`src/rtl/deser_pkg.sv`:
```
// Shared state encoding and default sizing for the serial-to-parallel front end.
package deser_pkg;

  typedef enum logic [0:0] {
    RECEIVE,
    PUSH
  } deser_state_t;

  localparam int         WIDTH_DEF = 8;
  localparam int         DEPTH_DEF = 8;
  localparam logic [7:0] DROP_MAX  = 8'hFF;

endpackage

```
`src/rtl/deserializer.sv`:
```
// Serial-to-parallel front end for the byte queue: assembles MSB-first words,
// pushes each one with a single-cycle enqueue pulse and stalls while the queue is full.
module deserializer
  import deser_pkg::*;
#(
  parameter int WIDTH = WIDTH_DEF,
  parameter int DEPTH = DEPTH_DEF,
  parameter int LEN_W = 4
) (
  input  logic             clock_10,
  input  logic             reset,
  input  logic             data_in,
  input  logic             write_in,
  input  logic [LEN_W-1:0] queue_len_in,
  output logic [WIDTH-1:0] data_out,
  output logic             enq_out,
  output logic             status_out,
  output logic [7:0]       drop_cnt_out
);

  localparam int               CNT_W      = (WIDTH > 1) ? $clog2(WIDTH) : 1;
  localparam logic [CNT_W-1:0] LAST_BIT   = CNT_W'(WIDTH - 1);
  localparam logic [LEN_W-1:0] FULL_LEVEL = LEN_W'(DEPTH);

  deser_state_t     state;
  deser_state_t     state_next;
  logic [WIDTH-1:0] shift_q;
  logic [WIDTH-1:0] shift_next;
  logic [CNT_W-1:0] bit_cnt;
  logic [CNT_W-1:0] bit_cnt_next;
  logic [WIDTH-1:0] data_next;
  logic             enq_next;
  logic             status_next;
  logic [7:0]       drop_next;
  logic             queue_has_room;

  // Anything at or above DEPTH, including illegal occupancies, counts as full.
  assign queue_has_room = (queue_len_in < FULL_LEVEL);

  always_ff @(posedge clock_10 or posedge reset) begin
    if (reset) begin
      state        <= RECEIVE;
      shift_q      <= '0;
      bit_cnt      <= '0;
      data_out     <= '0;
      enq_out      <= 1'b0;
      status_out   <= 1'b1;
      drop_cnt_out <= '0;
    end else begin
      state        <= state_next;
      shift_q      <= shift_next;
      bit_cnt      <= bit_cnt_next;
      data_out     <= data_next;
      enq_out      <= enq_next;
      status_out   <= status_next;
      drop_cnt_out <= drop_next;
    end
  end

  // Every output is computed here and registered above, so enq_out drops on the
  // edge after it rises regardless of what the queue is doing.
  always_comb begin
    state_next   = state;
    shift_next   = shift_q;
    bit_cnt_next = bit_cnt;
    data_next    = data_out;
    enq_next     = 1'b0;
    status_next  = status_out;
    drop_next    = drop_cnt_out;

    unique case (state)
      RECEIVE: begin
        if (write_in) begin
          shift_next = {shift_q[WIDTH-2:0], data_in};
          if (bit_cnt == LAST_BIT) begin
            data_next    = shift_next;
            bit_cnt_next = '0;
            state_next   = PUSH;
            status_next  = 1'b0;
          end else begin
            bit_cnt_next = bit_cnt + CNT_W'(1);
          end
        end
      end

      PUSH: begin
        if (write_in && (drop_cnt_out != DROP_MAX)) begin
          drop_next = drop_cnt_out + 8'd1;
        end
        if (queue_has_room) begin
          enq_next    = 1'b1;
          state_next  = RECEIVE;
          status_next = 1'b1;
        end
      end

      default: begin
        state_next = RECEIVE;
      end
    endcase
  end

endmodule

```
`config.mk`:
```
export PLATFORM = sky130hd
export DESIGN_NAME = deserializer
export DESIGN_NICKNAME = d
export VERILOG_FILES = /design/src/rtl/deser_pkg.sv /design/src/rtl/deserializer.sv
export SDC_FILE = /design/constraint.sdc
export NUM_CORES = 1
export LEC_CHECK = 0
export CAP_MARGIN = 20
export CELL_PAD_IN_SITES_DETAIL_PLACEMENT = 1
export CELL_PAD_IN_SITES_GLOBAL_PLACEMENT = 1
export CORE_UTILIZATION = 36
export DETAILED_ROUTE_END_ITERATION = 16
export MAX_ROUTING_LAYER = met4
export PLACE_DENSITY = 0.75
export SYNTH_ARGS = -nofsm -noshare
export SYNTH_HDL_FRONTEND = slang
export SYNTH_SLANG_ARGS = --single-unit
```
`constraint.sdc`:
```
create_clock -name clock_10 -period 1.45 [get_ports clock_10]
set_input_delay 0.29 -clock clock_10 [delete_from_list [all_inputs] [get_ports clock_10]]
set_output_delay 0.29 -clock clock_10 [all_outputs]
set_load 0.02 [all_outputs]
```
==> results by group, run 1 <==
Status
  • Outcome: finished clean

Global route
  • Largest net degree at the start of global routing: 30
  • GRT overflow: 0
  • Global-route wire length before repair: 4020 um
  • Total GRT Usage: 16.2%
  • Initial antenna violation count: 0
  • Vias in the first global route: 853

Critical path
  • Class of the most critical setup path: flip-flop to primary output
  • Slowest stage delay, CP: 0.45 ns
  • Crit-path cells: clkdlybuf4s15_1
  • Startpoint Class: flip-flop
  • CP Capture Type: primary output
  • CP required: 1.16 ns
  • Worst R2R Setup Slack: 0.06 ns
  • Data arrival time of the worst path: 1.10 ns
  • Worst-path fanout max: 6
  • CP max stage cell: dfrtp_1
  • CP top delay family: flip-flops
  • Reg-to-reg startpoint: bit_cnt[0]
  • CP bufs+invs: 1
  • Reg2reg path depth: 4
  • Reg2reg end: data_out[2]

Flow run
  • Max cap viols: 0

Logic synthesis
  • Post-synth top area share: 55.5%
  • Post-synth ARST share: 100%
  • Post-synth EDFFs: 0
  • Post-Syn Area: 1260 sq um
  • Largest area contributor in the netlist: dfrtp_1
  • Mapped Nets: 98
  • Ys flop type: dfrtp_1
  • Syn_area_per_cell: 14.5 sq um
  • Unique masters post-synth: 25
  • Post-synth top cells: 28 x dfrtp_1, 14 x mux2_2, 8 x mux2_4
  • Synth warnings: 0
  • Sequential fraction of the synthesis area: 57.6%
  • Flops & latches, synth: 29
  • Most common cell in the netlist: dfrtp_1
  • Area contributors post-synth: dfrtp_1 56%, mux2_2 12%, mux2_4 9.5%
  • Synth Instances: 87

Place
  • Gpl congestion: 0.856
  • Hpwl dp: 1770 um
  • # port buffers: 22

Pwr
  • PwrDens: 1870 nW/um^2
  • Overall power: 3.18 mW
  • Leak pwr: 0.812 nW
  • VDD IR max: 0.000895 V

STA
  • Period utilization: 96.1%
  • WHS: 0.300 ns
  • Final Hold Fails: 0
  • Headroom to the max-slew limit: 83.5%
  • Slew @ Worst Pin: 0.248 ns
  • RSZ-0062 raised after global routing: true
  • Final worst path period need: 1.39 ns
  • Final Slew Violations: 0
  • Max Freq: 717 MHz
  • Setup Viol. Count Final: 0
  • Clock skew: 0.00214 ns

Die
  • Die Height: 61.2 um
  • Starting Density: 37.8%
  • Num rows: 21
  • Io pins: 26
  • DIE WIDTH: 61.2 um
  • Placeable Area: 3340 sq um
  • Die ar.: 3750 sq um

Detailed routing
  • Vias/cell: 4.85
  • Drt drc: 0
  • DRT Wirelength: 2500 um
  • Router iterations before antenna repair: 2
  • Routed len/inst: 14.6 um
  • Vias: 829
  • DRT antenna net count: 0
  • Initial DRC count: 5

Layout
  • Ant diodes: 0
  • Area Growth Syn to Fin: 35.0%
  • Share of cells above drive strength 1: 42.4%
  • Total Nets Final: 135
  • # fillers: 364

Clocking
  • Worst-path clk slew: 0.09 ns
  • Clock Latency Late Sink: 0.32 ns
  • Cts bufs inserted: 5
  • Clock Sinks: 29
  • CTS tree: done
  • CTS Root Cell: clkbuf_4
  • Htree depth: 2
  • CTS Buffer Depth: 2
  • Setup bufs post-CTS: 0

Worst hold path
  • Min-Delay Path Class: input pin to asynchronous set/reset pin
[what timing repair did]
| item | CTS | global route |
|---|---|---|
| endpoints found under the setup margin | 27 | 18 |
| resized for setup | 23 | 12 |
| pin swaps | 1 | 0 |
| hold endpoints to repair | 0 | 0 |
| gates cloned | 1 | 0 |
| hold buffers | 0 | 0 |
[how the worst max path moves through the flow]
stage / cells past startpoint / endpoint / start / slack [ns]
floorplan: 4 / drop_cnt_out[1] / drop_cnt_out[0] / 0.02
global placement: 5 / drop_cnt_out[7] / write_in / -0.21
detailed placement: 5 / drop_cnt_out[7] / write_in / -0.24
CTS: 1 / status_out / status_out / 0.009
global route: 1 / drop_cnt_out[5] / drop_cnt_out[5] / -0.003
finish: 1 / drop_cnt_out[5] / drop_cnt_out[5] / 0.06
[per-layer routing]
metal | share of wire [%] | track usage (%) | up-vias
li1 | - | - | 382
met2 | 52 | 26.4 | 23
met4 | 1.4 | 8.77 | 0
met1 | 42 | 17.4 | 421
met5 | 0 | - | -
met3 | 5.4 | 5.04 | 3
[where the power goes]
| group | internal (mW) | switching [mW] | total [mW] | leakage, nW |
|---|---|---|---|---|
| clock network | 0.281 | 0.281 | 0.562 | 0.0413 |
| logic | 0.682 | 0.559 | 1.24 | 0.417 |
| registers | 1.14 | 0.232 | 1.38 | 0.354 |
| total | 2.11 | 1.07 | 3.18 | 0.812 |
[sequential cells by signal, summed over array words and instances (netlist names)]
name / flops
data_out: 8
shift_q: 7
status_out: 1
bit_cnt: 3
drop_cnt_out: 8
enq_out: 1
state: 1
[worst register-to-register path: stages (launching register included)]
cell and delay [ns]:
dfrtp_1 0.41, ha_1 0.21, ha_2 0.22, nand2_4 0.14
mux2_4 0.31
[layout by cell type (no fill, tap or decap), types with 2 or more instances in the layout]
master / count
nand2_1: 6
dlygate4sd2_1: 12
nand2_4: 2
o21ai_0: 2
dfrtp_2: 4
clkdlybuf4s50_1: 4
clkbuf_8: 2
xnor2_1: 2
nor2_1: 3
clkdlybuf4s15_1: 5
mux2_4: 8
dfrtp_1: 24
mux2_1: 2
buf_4: 7
clkbuf_4: 5
nand4_1: 2
mux2_2: 14
nand3_1: 2
[per-stage QoR]
stage | area, sq um | setup TNS [ns] | util [%] | setup slack, ns | cells
floorplan | 1260 | 0 | - | 0.0184 | 87
global placement | 1610 | -4.47 | 48.2 | -0.213 | 162
detailed placement | 1610 | -4.73 | 48.2 | -0.239 | 162
CTS | 1670 | 0 | 50.1 | 0.00857 | 171
global route | 1700 | -0.00288 | 51.1 | -0.00288 | 171
finish | 1700 | 0 | 51.1 | 0.0559 | 171
[layout make-up]
cell class	instances	area (sq um)	share of cell area [%]
Inverter	1	3.75	0.220
Timing Repair Buffer	30	273	16.0
Multi-Input combinational cell	57	568	33.3
Sequential cell	29	732	43.0
Clock inverter	1	5.00	0.294
Tap cell	46	57.6	3.38
Clock buffer	7	65.1	3.82
[cells by family (layout without fill, tap and decap cells)]
logic type,Yosys count,after routing,synth area share [%]
buf+inv,2,39,0.892
fa+ha+maj,3,3,2.97
simple gates,22,23,10.7
flops,29,29,57.6
mux,24,24,23.8
xor+xnor,2,2,1.39
compound gates,5,5,2.68
Power figures use the tool's default switching activity.
==> run 2, diff against run 1 <==
--- a/config.mk
+++ b/config.mk
@@ -10,6 +10,7 @@
 export CELL_PAD_IN_SITES_GLOBAL_PLACEMENT = 1
 export CORE_UTILIZATION = 36
 export DETAILED_ROUTE_END_ITERATION = 16
+export GPL_TIMING_DRIVEN = 0
 export MAX_ROUTING_LAYER = met4
 export PLACE_DENSITY = 0.75
 export SYNTH_ARGS = -nofsm -noshare
==> results by group, run 2 (same netlist as run 1, synthesis figures left out) <==
Clocking
  • Htree depth: 2
  • Clock Sinks: 29
  • Clock Latency Late Sink: 0.33 ns
  • Setup bufs post-CTS: 0
  • CTS Root Cell: clkbuf_4
  • CTS tree: done
  • Hold buffer count at CTS: 0
  • Cts bufs inserted: 5
  • CTS Buffer Depth: 2
  • Worst-path clk slew: 0.09 ns

Layout
  • # fillers: 378
  • Leading cell type in the layout, fill and taps excluded: dfrtp_1
  • Top flop regs: data_out (8), drop_cnt_out (8), shift_q (7)
  • Area Growth Syn to Fin: 28.4%
  • Area of the multi-input gates: 544 sq um
  • Share of cells above drive strength 1: 40.7%
  • Total Nets Final: 128
  • Design area: 1620 sq um
  • Ant diodes: 0
  • Most frequent cells in the layout: 24 x dfrtp_1, 14 x mux2_2, 10 x dlygate4sd2_1, 8 x mux2_4, 6 x nand2_1
  • Seq. cell area: 732 sq um

Global route
  • Initial antenna violation count: 0
  • Global-route wire length before repair: 4000 um
  • Largest net degree at the start of global routing: 30
  • Vias in the first global route: 873
  • GRT overflow: 0
  • Total GRT Usage: 16.0%

STA
  • Post-route setup slack: 0.0472 ns
  • RSZ-0062 raised after global routing: false
  • Period utilization: 96.7%
  • Max Freq: 713 MHz
  • Setup Viol. Count Final: 0
  • Final worst path period need: 1.40 ns
  • Headroom to the max-slew limit: 67.9%
  • Final Hold Fails: 0
  • TNS Setup: 0 ns
  • WHS: 0.271 ns
  • Final Slew Violations: 0
  • Clock skew: 0.0104 ns
  • Slew @ Worst Pin: 0.480 ns

Detailed routing
  • Initial DRC count: 27
  • DRT antenna net count: 0
  • Vias/cell: 4.81
  • Routed len/inst: 14.4 um
  • Vias: 789
  • DRT Wirelength: 2350 um
  • Drt drc: 0
  • Router iterations before antenna repair: 3

Critical path
  • CP Capture Type: flip-flop
  • CP required: 1.67 ns
  • Class of the most critical setup path: input pin to flip-flop
  • Worst-path fanout max: 10
  • Data arrival time of the worst path: 1.62 ns
  • Startpoint Class: input pin

Status
  • Outcome: finished clean

Die
  • DIE WIDTH: 61.2 um
  • Io pins: 26
  • Die ar.: 3750 sq um
  • Num rows: 21
  • Starting Density: 37.8%
  • Die Height: 61.2 um
  • Placeable Area: 3340 sq um

Place
  • Pre-CTS setup slack: -0.345 ns
  • Hpwl dp: 1670 um
  • Post-DP Area: 1540 sq um
  • # port buffers: 22
  • Gpl congestion: 0.818

Pwr
  • VDD IR max: 0.000746 V
  • PwrDens: 1870 nW/um^2
  • Leak pwr: 0.760 nW

Flow run
  • Max cap viols: 0

Worst hold path
  • Min-Delay Path Class: input pin to asynchronous set/reset pin
[run 2: cell types whose count changed in the layout (fill, tap and decap cells not counted), moves of 2 or more]
cell           before  now
dlygate4sd2_1      12   10
clkbuf_8            2    0
clkbuf_2            0    2
buf_4               7    1
[run 2: worst paths after layout]
check                                        to   startpoint  depth (start not counted)  slack [ns]
worst min-delay path            drop_cnt_out[6]        reset                          2        0.27
worst max-delay path                 shift_q[0]     write_in                          4        0.05
worst max register to register      data_out[1]   bit_cnt[0]                          4        0.05
max in group asynchronous            status_out        reset                          3        0.65
min in group clock_10               data_out[7]  data_out[7]                          1        0.52
worst min register to register      data_out[7]  data_out[7]                          1        0.52
[run 2: worst max-delay path, stage by stage]
cell	delay, ns
clkdlybuf4s50_1	0.55
nor2b_4	0.21
buf_4	0.21
mux2_2	0.35
[run 2: metrics by stage]
stage | power (mW) | util, % | cells
2_1_floorplan | 2.15 | - | 87
3_3_place_gp | 2.58 | 46.2 | 155
3_5_place_dp | 2.67 | 46.2 | 155
4_1_cts | 3.04 | 47.4 | 163
5_1_grt | 3.27 | 48.6 | 164
6_report | 3.04 | 48.6 | 164
[run 2: final cells by class]
cell class                 count  area share (%)
clock buffer                   5            2.31
inverter                       1           0.231
buffer                         1           0.463
multi-input combinational     56            33.6
tap                           46            3.55
clock inverter                 3            1.08
sequential                    29            45.1
timing repair buffer          23            13.7
[run 2: routing by layer]
| metal | share of wire [%] | up-vias | GRT usage [%] |
|---|---|---|---|
| met5 | 0 | - | - |
| met4 | 1.4 | 0 | 5.84 |
| met3 | 5.6 | 2 | 6.93 |
| met2 | 52 | 24 | 25.2 |
| met1 | 41 | 397 | 17.9 |
| li1 | - | 366 | - |
[run 2: timing repair]
item                                    CTS  global route
resized for setup                        26            11
pin swaps                                 0             1
endpoints found under the setup margin   20             9
[run 2: power breakdown]
part | internal (mW) | switching, mW
Clock | 0.182 | 0.292
Sequential | 1.15 | 0.264
Combinational | 0.636 | 0.516
